$ cat src/rtl/p2s_arbiter.sv
// Round-robin arbiter/sequencer in front of the shared P2S shifter.
// Optional transfer watchdog: define P2S_ARB_TIMEOUT_EN.
module p2s_arbiter #(
  parameter int N_REQ          = 2,
  parameter int DATA_BITS      = 64,
  parameter int TIMEOUT_CYCLES = 1024,
  parameter int TO_BITS        = 11
) (
  input  logic                       clk,
  input  logic                       rstn,
  input  logic [N_REQ-1:0]           req,
  input  logic [N_REQ*DATA_BITS-1:0] req_data,
  output logic [N_REQ-1:0]           gnt,
  output logic [N_REQ-1:0]           done,
  output logic                       p2s_serial,
  output logic [DATA_BITS-1:0]       p2s_data,
  input  logic                       p2s_en,
  output logic                       busy,
  output logic                       err
);

  localparam int PW = (N_REQ > 1) ? $clog2(N_REQ) : 1;

  if (N_REQ < 1 || N_REQ > 8) begin : g_bad_nreq
    $error("p2s_arbiter: N_REQ out of range");
  end
  if (TO_BITS < $clog2(TIMEOUT_CYCLES + 1)) begin : g_bad_to_bits
    $error("p2s_arbiter: TO_BITS too narrow for TIMEOUT_CYCLES");
  end

  typedef enum logic [2:0] {
    S_IDLE,
    S_START,
    S_WAIT_BUSY,
    S_WAIT_DONE,
    S_DONE
  } state_t;

  state_t                 r_state;
  state_t                 w_state_next;
  logic [PW-1:0]          r_ptr;
  logic [PW-1:0]          r_owner;
  logic [PW-1:0]          w_sel;
  logic [PW-1:0]          w_cand;
  logic [PW-1:0]          w_ptr_next;
  logic                   w_any;
  logic                   w_grant;
  logic                   w_finish;
  logic                   w_abort;
  logic                   w_to_hit;
  logic [N_REQ-1:0]       r_gnt;
  logic [N_REQ-1:0]       r_done;
  logic                   r_serial;
  logic [DATA_BITS-1:0]   r_data;
  logic [1:0]             r_start_cnt;
  logic [DATA_BITS-1:0]   w_words [N_REQ];

  for (genvar gi = 0; gi < N_REQ; gi++) begin : g_words
    assign w_words[gi] = req_data[gi*DATA_BITS +: DATA_BITS];
  end

  // Scan offsets high-to-low so the nearest requester at/after the pointer wins.
  always_comb begin
    int w_sum;
    w_any  = 1'b0;
    w_sel  = '0;
    w_cand = '0;
    w_sum  = 0;
    for (int i = N_REQ - 1; i >= 0; i--) begin
      w_sum = int'(r_ptr) + i;
      if (w_sum >= N_REQ) w_sum = w_sum - N_REQ;
      w_cand = PW'(w_sum);
      if (req[w_cand]) begin
        w_any = 1'b1;
        w_sel = w_cand;
      end
    end
  end

  assign w_ptr_next = (r_owner == PW'(N_REQ - 1)) ? '0 : r_owner + 1'b1;

`ifdef P2S_ARB_TIMEOUT_EN
  logic [TO_BITS-1:0] r_to_cnt;
  logic               r_err;

  assign w_to_hit = (r_to_cnt == TO_BITS'(TIMEOUT_CYCLES - 1));

  always_ff @(posedge clk or negedge rstn) begin
    if (!rstn) begin
      r_to_cnt <= '0;
      r_err    <= 1'b0;
    end else begin
      if (w_state_next != r_state) begin
        r_to_cnt <= '0;
      end else if (r_state == S_WAIT_BUSY || r_state == S_WAIT_DONE) begin
        r_to_cnt <= r_to_cnt + 1'b1;
      end
      if (w_abort) r_err <= 1'b1;
    end
  end

  assign err = r_err;
`else
  assign w_to_hit = 1'b0;
  assign err      = 1'b0;
`endif

  always_ff @(posedge clk or negedge rstn) begin
    if (!rstn) r_state <= S_IDLE;
    else       r_state <= w_state_next;
  end

  always_comb begin
    w_state_next = r_state;
    w_grant      = 1'b0;
    w_finish     = 1'b0;
    w_abort      = 1'b0;
    case (r_state)
      S_IDLE: begin
        if (p2s_en && w_any) begin
          w_state_next = S_START;
          w_grant      = 1'b1;
        end
      end
      // Three cycles: one of grant-to-strobe latency, then two strobe-high cycles.
      S_START: begin
        if (r_start_cnt == 2'd2) w_state_next = S_WAIT_BUSY;
      end
      S_WAIT_BUSY: begin
        if (!p2s_en) begin
          w_state_next = S_WAIT_DONE;
        end else if (w_to_hit) begin
          w_state_next = S_IDLE;
          w_abort      = 1'b1;
        end
      end
      S_WAIT_DONE: begin
        if (p2s_en) begin
          w_state_next = S_DONE;
          w_finish     = 1'b1;
        end else if (w_to_hit) begin
          w_state_next = S_IDLE;
          w_abort      = 1'b1;
        end
      end
      S_DONE:  w_state_next = S_IDLE;
      default: w_state_next = S_IDLE;
    endcase
  end

  always_ff @(posedge clk or negedge rstn) begin
    if (!rstn) begin
      r_gnt       <= '0;
      r_done      <= '0;
      r_serial    <= 1'b0;
      r_data      <= '0;
      r_ptr       <= '0;
      r_owner     <= '0;
      r_start_cnt <= '0;
    end else begin
      r_done   <= '0;
      r_serial <= (r_state == S_START) && (r_start_cnt != 2'd2);
      if (r_state == S_START) r_start_cnt <= r_start_cnt + 1'b1;
      if (w_grant) begin
        r_gnt       <= N_REQ'(1) << w_sel;
        r_owner     <= w_sel;
        r_data      <= w_words[w_sel];
        r_start_cnt <= '0;
      end
      if (w_finish) r_done <= r_gnt;
      if (w_finish || w_abort) begin
        r_gnt <= '0;
        r_ptr <= w_ptr_next;
      end
    end
  end

  assign gnt        = r_gnt;
  assign done       = r_done;
  assign p2s_serial = r_serial;
  assign p2s_data   = r_data;
  assign busy       = (r_state != S_IDLE);

endmodule

$ cat config.mk
export PLATFORM = sky130hd
export DESIGN_NAME = p2s_arbiter
export DESIGN_NICKNAME = d
export VERILOG_FILES = /design/src/rtl/p2s_arbiter.sv
export SDC_FILE = /design/constraint.sdc
export NUM_CORES = 1
export LEC_CHECK = 0
export CAP_MARGIN = 20
export CELL_PAD_IN_SITES_DETAIL_PLACEMENT = 0
export CELL_PAD_IN_SITES_GLOBAL_PLACEMENT = 2
export CORE_ASPECT_RATIO = 1.5
export CORE_MARGIN = 10
export CORE_UTILIZATION = 21
export DETAILED_ROUTE_END_ITERATION = 16
export GPL_TIMING_DRIVEN = 0
export HOLD_SLACK_MARGIN = 0.06
export MAX_ROUTING_LAYER = met4
export PLACE_DENSITY = 0.83
export SLEW_MARGIN = 15
export SYNTH_ARGS = -nofsm -noshare
export SYNTH_HDL_FRONTEND = slang
export SYNTH_SLANG_ARGS = --single-unit
export TNS_END_PERCENT = 50
$ cat constraint.sdc
create_clock -name clk -period 1.85 [get_ports clk]
set_clock_uncertainty 0.15 [all_clocks]
set_input_delay 0.4625 -clock clk [delete_from_list [all_inputs] [get_ports clk]]
set_output_delay 0.4625 -clock clk [all_outputs]
set_load 0.05 [all_outputs]
Word level (Yosys, flattened, before mapping)
Cells that the tools add are included.
{"block": "classes", "addsub": 5, "n_lt_le_gt_ge": 5, "n_eq_ne": 9, "shifts": 1, "n_mux": 28, "bitwise_logic": 1, "reduce_logical": 7}
{"op": "64-bit two-way mux", "n": 3}
{"op": "1-bit two-way mux", "n": 15}
{"op": "3-bit two-way mux", "n": 4}
{"op": "3-bit case mux with 4 select lines", "n": 1}
{"op": "2-bit two-way mux", "n": 5}
{"op": "2-bit inequality test, second input constant", "n": 5}
{"op": "3-bit by 2-bit equality test with 1-bit output, second input constant", "n": 2}
{"op": "2-bit >= comparator, second input constant", "n": 2}
{"op": "1-bit by 2-bit < comparator with 1-bit output, second input constant", "n": 2}
{"op": "4-bit AND reduction", "n": 1}
{"op": "2-bit nonzero test", "n": 2}
{"op": "3-bit by 1-bit equality test with 1-bit output, second input constant", "n": 1}
{"op": "3-bit zero test", "n": 1}
{"op": "3-bit nonzero test", "n": 1}
{"op": "1-bit by 1-bit adder with 2-bit output, second input constant", "n": 1}
{"op": "2-bit by 1-bit adder with 2-bit output, second input constant", "n": 1}
{"op": "2-bit equality test, second input constant", "n": 1}
{"op": "1-bit by 2-bit >= comparator with 1-bit output, second input constant", "n": 1}
{"op": "1-bit logical AND", "n": 2}
{"op": "1-bit NOT with 2-bit output", "n": 1}
{"op": "1-bit by 1-bit << shifter with 2-bit output, first input constant", "n": 1}
{"op": "1-bit subtractor, second input constant", "n": 2}
{"op": "1-bit adder, second input constant", "n": 1}
{"block": "totals", "register_bits": 76, "out_inout_bits": 71, "word_cells": 64}

Longest topological paths before layout
Gate-level depths: netlist of run 1.
{"block": "depth", "depth_word": 12, "mapped_depth": 6, "ltp_nobuf": 4}

Worst setup path after synthesis of run 1
Ideal clock, no wire load.
{"block": "synth_timing", "path_kind": "register -> register", "startpoint": "register r_state[1]", "endpoint": "register r_data[0] (netlist: p2s_data[0])", "t_arrival_ns": 1.374, "t_required_ns": 1.573, "slack_ns": 0.198, "stages_incl_launch_ff": 7, "period_less_slack_ns": 1.652, "path_cell_list": "dfrtp_1 > nor3_2 > inv_2 > nor2_1 > buf_4 > buf_6 > a31oi_1"}
{"block": "synth_via", "elab_chain_cells": 2}
{"item": "start: declaration", "line_no": "39", "rtl": "state_t r_state;"}
{"item": "start signal: assignment", "line_no": "110", "rtl": "else r_state <= w_state_next;"}
{"item": "3-bit zero test", "line_no": "118", "rtl": "case (r_state)"}
{"item": "1-bit two-way mux", "line_no": "118"}
{"item": "end signal: assignment", "line_no": "167", "rtl": "r_data <= w_words[w_sel];"}
{"item": "end: declaration", "line_no": "54", "rtl": "logic [DATA_BITS-1:0] r_data;"}
No other way between the ends.
A chain may end at the register's enable or synchronous reset.

Worst setup path after layout of run 1
{"block": "layout_timing", "startpoint": "register r_state[0]", "endpoint": "output port busy"}
{"block": "layout_via", "elab_chain_cells": 1}
{"item": "3-bit nonzero test", "line_no": "182", "rtl": "assign busy = (r_state != S_IDLE);"}
{"item": "end: declaration", "line_no": "18", "rtl": "output logic busy,"}
No other way between the ends.

==> metrics.txt, run 1 <==
initial antenna violation count=0; drt wl/cell=20.3 um; Post-Syn Area per Cell=8.92 um^2; most frequent cells in the layout=clkdlybuf4s50_1 (128), dfrtp_1 (74), a21oi_1 (69); routed vias/inst=4.99; die width=129 um; Post-Syn Area=3730 um^2; global-route wire length before repair=26000 um; CP Max Fanout=4; DR DRC count=0; vias in the first global route=4442; Crit Path Class=reg -> out; Setup WS post-layout=0.000292 ns; CP startpoint kind=register; via count=4279; R2R setup slack=0.09 ns; final setup violation count=0; router iterations before antenna repair=6; pre-CTS setup slack=-0.545 ns; unrepaired setup endpoints after global routing=yes; Synth top area share=0.510; clk_lat worst skew=0.33 ns; Core Box Area=17400 um^2; Pwr per Cell Area=1770 nW/um^2; Net Count, Synth=552; CP endpoint kind=output pin; diodes inserted=0; Area Growth Syn to Fin=70.5%; Root Buffer Master=clkbuf_16; leakage power=2.60 nW; hold_sp=r_owner; period utilisation layout=1.00; top-level I/O count=204; worst hold path type=reg -> reg; post-route cell area=6360 um^2; Worst Hold End=r_ptr; post-synth top area cell=dfrtp_1; worst r2r src=r_state[0]; status=complete, no violations; Layout Nets=774; Worst path max stage delay=0.43 ns; Routed Antenna Nets=0; register area share after synthesis=0.510; share of cells above drive strength 1=0.189; # port buffers=202; Max-slew headroom=0.649; fmax=0.541 GHz; RD Place Congestion=0.842; Critical Path Slowest Stage Cell=dfrtp_2; non-filler cells in the finished layout=857; worst hold margin=0.308 ns; Starting DRT DRC Count=192; Synth Instances=418; RR Endpoint=p2s_data[15]; Starting Density=0.214; TritonCTS clock tree=yes; Post-DP HPWL=13400 um; largest cells by area after synthesis=dfrtp_1 (51%), a31oi_1 (11%), a21oi_1 (9.3%), o21ai_0 (9.0%), nand3_1 (8.6%); Final Hold Viols=0; die area=23600 um^2; Global Route Usage Sum=0.144; Die Height=183 um; peak supply drop=0.890 mV; Placed Area=6040 um^2; CP Cell Sequence=nor3_4 -> inv_2 -> buf_6; crit path DAT=1.24 ns; Max Cap Viol=0; final wirelength=17400 um; number of CTS-inserted buffers=9; Cell variety after synth=30; GRT overflow=0; pins over their slew limit=0; Yosys warnings=0; Sink Count=76; largest net degree at the start of global routing=50; register clock-pin slew on the reported worst setup and hold paths=0.06 ns; Hold Path Depth=1; Seq cells post-synth=76; # placed instances=834; CTS Buffer Depth=2; commonest non-fill, non-tap cell in the layout=clkdlybuf4s50_1; Total Neg Setup Slack=0 ns; worst-margin pin slew=0.529 ns; Critical Path RT=1.24 ns; Reg2Reg Depth=6; H-Tree Depth=3; row count=59; Min Clock Period, post-route=1.85 ns
through the flow:
step / power, mW / utilization
after floorplan: 7.17 / -
after global placement: 9.70 / 0.345
after detailed placement: 9.80 / 0.347
after CTS: 11.4 / 0.368
after global routing: 11.9 / 0.365
final: 11.3 / 0.365
worst max-delay path, delay by kind of cell (launching register included):
kind | cells | cell delay [ns]
and+or+nand+nor | 1 | 0.23
DFF | 1 | 0.43
buffers and inverters | 2 | 0.24
routing by layer:
metal  track usage  wire (um)
met1         0.160       6960
met2         0.251       9090
met3        0.0271        987
met4        0.0479        378
met5             -          0
final cells by class:
type	instances	area (um^2)
Buffer	50	332
Clock buffer	9	225
Clock inverter	6	90.1
Fill cell	1813	11100
Inverter	3	11.3
Multi-Input combinational cell	289	1590
Sequential cell	76	1900
Tap cell	213	267
Timing Repair Buffer	211	1940
cells in the mapped netlist:
master,count
nand3b_1,1
o22ai_1,1
nand2_1,4
dfrtp_1,76
or3b_2,1
buf_2,9
buf_4,4
and2_1,2
nand2b_1,1
buf_1,2
clkbuf_1,30
nand3_1,64
nor2_1,3
a31oi_1,64
ha_1,1
conb_1,1
nor3_2,1
inv_1,1
o21ai_1,1
a21oi_1,69
o211ai_1,1
o21a_1,2
o21ai_0,67
nor2b_1,1
mux2i_1,1
and4b_1,1
nor3b_1,1
nand4_1,1
buf_6,5
inv_2,2
kinds of logic (layout without fill, tap and decap cells):
family                   count (synthesis)  in the layout  share of synthesized area
buffers and inverters                   53            279                     0.0705
multiplexers                             1              1                    0.00269
other                                    1              1                    0.00101
AND/OR/NAND/NOR                         81             81                      0.113
adder cells (fa/ha/maj)                  1              1                    0.00336
AO/OA/AOI/OAI                          205            205                      0.299
flip-flops                              76             76                      0.510
state kept, by name, summed over array words and instances, names as in the netlist:
register     flops
p2s_data        64
r_ptr            1
r_start_cnt      2
p2s_serial       1
r_state          3
gnt              2
r_owner          1
done             2
how the worst max path moves through the flow:
stage / cells after the start / end / slack [ns] / startpoint
after CTS: 3 / busy / -0.24 / r_state[0]
after floorplan: 6 / p2s_data[0] / 0.20 / r_state[1]
after global placement: 1 / p2s_data[45] / -2.69 / rstn
final: 3 / busy / 0.0003 / r_state[0]
after global routing: 3 / busy / -0.04 / r_state[0]
after detailed placement: 6 / p2s_data[59] / -0.55 / p2s_en
report_power, final:
part,internal (mW),switching (mW),leakage (nW),total [mW]
logic,1.88,4.53,1.59,6.41
clock network,1.18,0.721,0.151,1.90
registers,2.48,0.487,0.862,2.96
total,5.53,5.74,2.60,11.3
repair_timing:
action                                  in CTS  in global routing
hold buffers                                 1                  0
resized for setup                          164                 92
buffers inserted                             1                  4
gates cloned                                 0                  2
endpoints found under the setup margin     131                103
pin swaps                                    1                  1
endpoints found under the hold margin       27                  0
Note: power is estimated with default switching activity, not from simulation.
==> run 2, diff against run 1 <==
--- a/config.mk
+++ b/config.mk
@@ -20,4 +20,4 @@
 export SYNTH_ARGS = -nofsm -noshare
 export SYNTH_HDL_FRONTEND = slang
 export SYNTH_SLANG_ARGS = --single-unit
-export TNS_END_PERCENT = 50
+export TNS_END_PERCENT = 10
==> results of run 2 <==
The final DEF is identical to that of run 1; final timing and power are the same.
